[src/rtl/seq_detector_param_if.sv]
// Bundles the serial-data, control and status signals of seq_detector_param.
// Build option: define SEQ_DET_MASK_EN to add the mask_in signal.
interface seq_detector_param_if #(
    parameter int unsigned PAT_W = 3,
    parameter int unsigned CNT_W = 8
) ();
    logic             in;
    logic             in_valid;
    logic             overlap;
    logic             load;
    logic [PAT_W-1:0] pat_in;
`ifdef SEQ_DET_MASK_EN
    logic [PAT_W-1:0] mask_in;
`endif
    logic             clr_cnt;
    logic             match;
    logic [CNT_W-1:0] match_cnt;
    logic             busy;

    // Upstream side: drives data/control, observes detector status.
    modport master (
`ifdef SEQ_DET_MASK_EN
        output mask_in,
`endif
        output in, in_valid, overlap, load, pat_in, clr_cnt,
        input  match, match_cnt, busy
    );

    // Detector side.
    modport slave (
`ifdef SEQ_DET_MASK_EN
        input  mask_in,
`endif
        input  in, in_valid, overlap, load, pat_in, clr_cnt,
        output match, match_cnt, busy
    );
endinterface

[src/rtl/seq_detector_param.sv]
// Moore serial sequence detector: compares the last PAT_W valid bits against a
// loadable pattern, with overlapping/non-overlapping modes and a saturating
// match counter. match and busy are registered decodes of the next state.
// Build option: define SEQ_DET_MASK_EN to add a per-bit don't-care mask.
module seq_detector_param #(
    parameter int unsigned PAT_W   = 3,
    parameter int unsigned CNT_W   = 8,
    parameter logic [31:0] RST_PAT = 32'b101
) (
    input logic                clk,
    input logic                rst,
    seq_detector_param_if.slave bus
);
    localparam int unsigned        FILL_W   = $clog2(PAT_W + 1);
    localparam logic [FILL_W-1:0]  FILL_MAX = FILL_W'(PAT_W);
    localparam logic [CNT_W-1:0]   CNT_MAX  = '1;
    localparam logic [PAT_W-1:0]   PAT_INIT = RST_PAT[PAT_W-1:0];

    typedef enum logic [1:0] {StFill, StArmed, StHit} state_e;

    state_e             state_q, state_d;
    logic [PAT_W-1:0]   pat_q, pat_d;
    logic [PAT_W-1:0]   hist_q, hist_d;
    logic [FILL_W-1:0]  fill_q, fill_d;
    logic               hit_ovl_q, hit_ovl_d;   // overlap mode captured with the completing bit
    logic [CNT_W-1:0]   cnt_q, cnt_d;
    logic               match_q;
    logic               busy_q;
`ifdef SEQ_DET_MASK_EN
    logic [PAT_W-1:0]   mask_q, mask_d;
`endif

    logic [PAT_W-1:0]   hist_base;
    logic [FILL_W-1:0]  fill_base;
    logic [PAT_W-1:0]   hist_shift;
    logic [FILL_W-1:0]  fill_inc;
    logic               cmp_eq;

    // Next-state: restart after a non-overlapping hit, then shift/count/compare.
    always_comb begin
        pat_d     = pat_q;
        hist_d    = hist_q;
        fill_d    = fill_q;
        state_d   = state_q;
        hit_ovl_d = hit_ovl_q;
        cnt_d     = cnt_q;
`ifdef SEQ_DET_MASK_EN
        mask_d    = mask_q;
`endif

        // Leaving a non-overlapping hit starts from empty, so a bit arriving in
        // the hit cycle becomes the first fill bit.
        hist_base = hist_q;
        fill_base = fill_q;
        if (state_q == StHit && !hit_ovl_q) begin
            hist_base = '0;
            fill_base = '0;
        end

        hist_shift = {hist_base[PAT_W-2:0], bus.in};
        fill_inc   = (fill_base == FILL_MAX) ? fill_base : fill_base + FILL_W'(1);
`ifdef SEQ_DET_MASK_EN
        cmp_eq     = ((hist_shift ^ pat_q) & mask_q) == '0;
`else
        cmp_eq     = (hist_shift == pat_q);
`endif

        if (bus.load) begin
            // Load has priority; a coincident data bit is dropped.
            pat_d   = bus.pat_in;
`ifdef SEQ_DET_MASK_EN
            mask_d  = bus.mask_in;
`endif
            hist_d  = '0;
            fill_d  = '0;
            state_d = StFill;
        end else if (bus.in_valid) begin
            hist_d = hist_shift;
            fill_d = fill_inc;
            if (fill_inc == FILL_MAX && cmp_eq) begin
                state_d   = StHit;
                hit_ovl_d = bus.overlap;
            end else begin
                state_d = (fill_inc == FILL_MAX) ? StArmed : StFill;
            end
        end else begin
            hist_d  = hist_base;
            fill_d  = fill_base;
            state_d = (fill_base == FILL_MAX) ? StArmed : StFill;
        end

        if (bus.clr_cnt) begin
            cnt_d = '0;
        end else if (state_d == StHit && cnt_q != CNT_MAX) begin
            cnt_d = cnt_q + CNT_W'(1);
        end
    end

    // State and registered Moore outputs.
    always_ff @(posedge clk or negedge rst) begin
        if (!rst) begin
            state_q   <= StFill;
            pat_q     <= PAT_INIT;
            hist_q    <= '0;
            fill_q    <= '0;
            hit_ovl_q <= 1'b0;
            cnt_q     <= '0;
            match_q   <= 1'b0;
            busy_q    <= 1'b0;
`ifdef SEQ_DET_MASK_EN
            mask_q    <= '1;
`endif
        end else begin
            state_q   <= state_d;
            pat_q     <= pat_d;
            hist_q    <= hist_d;
            fill_q    <= fill_d;
            hit_ovl_q <= hit_ovl_d;
            cnt_q     <= cnt_d;
            match_q   <= (state_d == StHit);
            busy_q    <= (state_d == StArmed);
`ifdef SEQ_DET_MASK_EN
            mask_q    <= mask_d;
`endif
        end
    end

    assign bus.match     = match_q;
    assign bus.busy      = busy_q;
    assign bus.match_cnt = cnt_q;
endmodule

[src/flat_wrapper.sv]
// flat-port wrapper written by rule: the top's interface ports become plain ports
module seq_detector_param_flat 
#(
    parameter int unsigned PAT_W   = 3,
    parameter int unsigned CNT_W   = 8,
    parameter logic [31:0] RST_PAT = 32'b101
)
  (clk, rst, bus_in, bus_in_valid, bus_overlap, bus_load, bus_pat_in, bus_clr_cnt, bus_match, bus_match_cnt, bus_busy);
  seq_detector_param_if #(.PAT_W(PAT_W), .CNT_W(CNT_W)) bus_i ();
  input logic clk;
  input logic rst;
  input wire logic [$bits(bus_i.in)-1:0] bus_in;
  input wire logic [$bits(bus_i.in_valid)-1:0] bus_in_valid;
  input wire logic [$bits(bus_i.overlap)-1:0] bus_overlap;
  input wire logic [$bits(bus_i.load)-1:0] bus_load;
  input wire logic [$bits(bus_i.pat_in)-1:0] bus_pat_in;
  input wire logic [$bits(bus_i.clr_cnt)-1:0] bus_clr_cnt;
  output wire logic [$bits(bus_i.match)-1:0] bus_match;
  output wire logic [$bits(bus_i.match_cnt)-1:0] bus_match_cnt;
  output wire logic [$bits(bus_i.busy)-1:0] bus_busy;
  assign bus_i.in = bus_in;
  assign bus_i.in_valid = bus_in_valid;
  assign bus_i.overlap = bus_overlap;
  assign bus_i.load = bus_load;
  assign bus_i.pat_in = bus_pat_in;
  assign bus_i.clr_cnt = bus_clr_cnt;
  assign bus_match = bus_i.match;
  assign bus_match_cnt = bus_i.match_cnt;
  assign bus_busy = bus_i.busy;
  seq_detector_param #(.PAT_W(PAT_W), .CNT_W(CNT_W), .RST_PAT(RST_PAT)) u_core (.clk(clk), .rst(rst), .bus(bus_i));
endmodule
[config.mk]
export PLATFORM = sky130hd
export DESIGN_NAME = seq_detector_param_flat
export DESIGN_NICKNAME = d
export VERILOG_FILES = /design/src/rtl/seq_detector_param_if.sv /design/src/rtl/seq_detector_param.sv /design/src/flat_wrapper.sv
export SDC_FILE = /design/constraint.sdc
export NUM_CORES = 1
export LEC_CHECK = 0
export CAP_MARGIN = 20
export CORE_ASPECT_RATIO = 1.2
export CORE_MARGIN = 2
export CORE_UTILIZATION = 40
export CTS_CLUSTER_DIAMETER = 200
export DETAILED_ROUTE_END_ITERATION = 7
export PLACE_DENSITY = 0.7
export SYNTH_ARGS = -nofsm -noshare
export SYNTH_HDL_FRONTEND = slang
export SYNTH_SLANG_ARGS = --single-unit
[constraint.sdc]
create_clock -name clk -period 2.48 [get_ports clk]
set_clock_uncertainty 0.1 [all_clocks]
set_input_delay 0.372 -clock clk [delete_from_list [all_inputs] [get_ports clk]]
set_output_delay 0.372 -clock clk [all_outputs]
set_load 0.01 [all_outputs]
==> run summary <==
• **peak clock frequency supported by timing** 470 MHz
• **width of the chip** 49.6 µm
• **number of antenna-violating nets in the routed design** 0
• **number of instances in the synthesized netlist** 95
• **Detailed Routing Iterations Pass 1** 4
• **Setup TNS Final** 0 ns
• **number of distinct library cells after synthesis** 32
• **transition at the pin with the smallest max-transition slack** 0.474 ns
• **area of the mapped netlist** 1000 µm²
• **worst rel slew slack** 68.4%
• **wire length on met2** 1020 µm
• **ratio of routed vias to standard cells** 5.48
• **number of port buffers** 19
• **first-pass GRT wire length** 3570 µm
• **count of state elements after synthesis** 20
• **effective utilization at floorplan** 42.9%
• **CTS Hold Bufs** 0
• **arrival time worst endpoint** 2.25 ns
• **Worst setup SP type** input port
• **Slew Viols, Final** 0
• **required time at the endpoint of the critical path** 2.60 ns
• **Worst setup startpoint** bus_in
• **number of buffers inserted during clock tree synthesis** 3
• **Core Footprint** 2330 µm²
• **unrepaired setup endpoints after global routing** no
• **Final Routed Wirelength** 2080 µm
• **overflow left after global routing** 0
• **class of the most critical hold timing path** in -> async
• **number of global-route vias before repair** 812
• **HPWL reported at the end of detailed placement** 1500 µm
• **timing endpoint of the critical path** u_core.bus.match_cnt[5]$_DFFE_PN0P_
• **count of synthesis-stage warnings from yosys** 0
• **fill cell instance count of the final layout** 248
• **Resize count post-CTS** 0
• **worst IR drop on VDD** 0.214 mV
• **type of element capturing the critical path** register
• **worst slack on hold paths** 0.306 ns
• **later-pin clock latency in the skew report** 0.29 ns
• **root buffer cell** clkbuf_4
• **primary flip-flop cell chosen by synthesis mapping** dfrtp_1
• **wire length on met1** 949 µm
• **fraction of final layout cells with drive strength greater than 1** 16.2%
• **number of enable flip-flop cells after synthesis** 0
• **launch instance of the worst register-to-register path** u_core.pat_q[2]$_DFFE_PN1P_
• **number of setup violations in the final report** 0
• **reported leakage power** 0.527 nW
• **multi-input combinational cell area** 468 µm²
• **count of max-cap constraint violations** 0
• **power density relative to cell area** 477 nW/µm²
• **vertical die dimension** 58.8 µm
• **Row Count** 19
• **run status** finished, final reports clean
• **CTS tree** built
• **initial antenna violation count** 0
• **clock input transition at the sequential cells of the worst setup and hold paths** 0.11 ns
• **Area Growth Syn to Fin** 26.7%
• **Period minus WS final** 2.13 ns
• **largest fanout on the critical path** 14
• **mean post-synth cell area** 10.5 µm²
• **reg2reg path depth** 5
• **count of H-tree levels built during CTS** 1
• **sequential element share of the synthesized area** 50.3%
• **count of nets after finishing** 129
• **postcts setup bufs** 0
• **largest net degree at the start of global routing** 21
• **Register Area** 503 µm²
• **top routing layer in use** met4
• **routed wl met3** 97 µm
• **all-layer global routing usage** 15.8%
• **start-to-end type of the worst setup path** in -> reg
• **share of flip-flops with an asynchronous set or reset after synthesis** 100%
• **number of DRC markers after the initial detailed-route iteration** 6
• **reg2reg setup slack** 0.36 ns
• **Die Outline Area** 2920 µm²
• **IO Count** 20
• **weighted congestion at the end of routability-driven global placement** 0.807
• **Post-route DRC** 0
• **via count of the routed design** 811
• **endpoint of the worst register-to-register path** u_core.bus.match_cnt[5]$_DFFE_PN0P_
• **Sink Count** 20
• **worst-case clock buffer depth** 2
• **Inserted Diodes** 0
• **final critical-path share of the clock period** 85.8%
• **Routed WL per cell** 14.0 µm
• **number of nets in the synthesized netlist** 106
• **Hold Violations, Final** 0
## synth_stat cells (2+ instances only)
library cell,count,area (µm²)
nand4_1,4,25.0
nor3b_1,2,15.0
nor3_1,3,15.0
a21oi_1,5,25.0
nand2_1,4,15.0
mux2i_1,2,20.0
xnor2_1,2,17.5
nor2_1,13,48.8
nand3_1,2,10.0
nand2b_1,2,12.5
nor2b_1,5,31.3
o31ai_1,2,15.0
dfstp_2,2,52.6
mux2_2,8,90.1
or4_1,2,15.0
buf_2,2,10.0
inv_1,2,7.51
dfrtp_1,18,450
and3_1,2,12.5
## kinds of logic (layout without fill, tap and decap cells)
logic type                 after synthesis  in the layout  synth area share, %
muxes                                   10             10                 11.0
and+or+nand+nor                         43             43                 24.0
adders and majority gates                1              1                 1.25
DFF                                     20             20                 50.3
buffers and inverters                    6             28                 2.88
AOI/OAI and AO/OA                       13             13                 8.76
xor gates and xnor gates                 2              2                 1.75
## per-layer routing
layer | GRT usage, % | vias to the layer above
li1 | - | 389
met1 | 18.5 | 400
met2 | 28.2 | 20
met3 | 3.55 | 2
met4 | 5.95 | 0
met5 | 0 | -
## power by group
part / switching [mW] / internal (mW)
Sequential: 0.0118 / 0.341
Clock: 0.0946 / 0.0894
Combinational: 0.0314 / 0.0359
Total: 0.138 / 0.466
## worst min-delay path by stage
stage | from | endpoint | slack, ns | depth (start not counted)
2_1_floorplan | rst | u_core.bus.busy$_DFF_PN0_ | -0.02 | 0
3_3_place_gp | u_core.hit_ovl_q$_DFFE_PN0P_ | u_core.hit_ovl_q$_DFFE_PN0P_ | 0.44 | 1
3_5_place_dp | u_core.hit_ovl_q$_DFFE_PN0P_ | u_core.hit_ovl_q$_DFFE_PN0P_ | 0.45 | 1
4_1_cts | rst | u_core.hist_q[0]$_DFF_PN0_ | 0.30 | 2
5_1_grt | rst | u_core.hist_q[0]$_DFF_PN0_ | 0.32 | 2
6_report | rst | u_core.hist_q[0]$_DFF_PN0_ | 0.31 | 2
## sequential cells by signal, summed over array words and instances, names as in the netlist
| register | flops |
|---|---|
| u_core.hit_ovl_q | 1 |
| u_core.hist_q | 2 |
| u_core.bus.match | 1 |
| u_core.fill_q | 2 |
| u_core.pat_q | 3 |
| u_core.bus.match_cnt | 8 |
| u_core.state_q | 2 |
| u_core.bus.busy | 1 |
## layout make-up
type | count | area share [%]
timing repair buffer | 22 | 16.8
tap | 31 | 3.06
inverter | 2 | 0.593
clock buffer | 4 | 2.87
multi-input combinational | 69 | 37.0
sequential | 20 | 39.7
## critical path, stage by stage
cell             delay [ns]
clkdlybuf4s50_1        0.50
xnor2_1                0.15
nand2_1                0.07
o31a_1                 0.45
or4_1                  0.55
a21oi_1                0.15
## placed cells by master, fill, tap and decap left out
cell type	count
nand2_1	4
clkbuf_4	3
buf_4	3
o21ai_0	1
o31a_1	1
dfrtp_1	18
nand4_1	4
nor2_1	13
a21oi_1	5
and4bb_1	1
o2111ai_1	1
inv_1	2
nor2b_1	5
mux2i_1	2
a31oi_1	1
nand3_1	2
a211oi_1	1
clkdlybuf4s50_1	19
or4_1	2
dfstp_2	2
xnor2_1	2
and3_1	2
ha_1	1
nor3_1	3
nor3b_2	1
clkbuf_8	1
or3_1	1
or3b_2	1
nor3b_1	2
mux2_2	8
o31ai_1	2
o2111a_1	1
nand2b_1	2
## metrics by stage
step / setup WS (ns) / area (µm²) / std cells / utilization (%) / total power, mW
after floorplan: 0.598 / 1000 / 95 / - / 0.393
after global placement: 0.101 / 1230 / 144 / 52.8 / 0.423
after detailed placement: 0.0365 / 1230 / 144 / 52.8 / 0.427
after CTS: 0.347 / 1270 / 148 / 54.4 / 0.614
after global routing: 0.227 / 1270 / 148 / 54.4 / 0.632
final: 0.351 / 1270 / 148 / 54.4 / 0.604
Note: power is estimated with default switching activity, not from simulation.
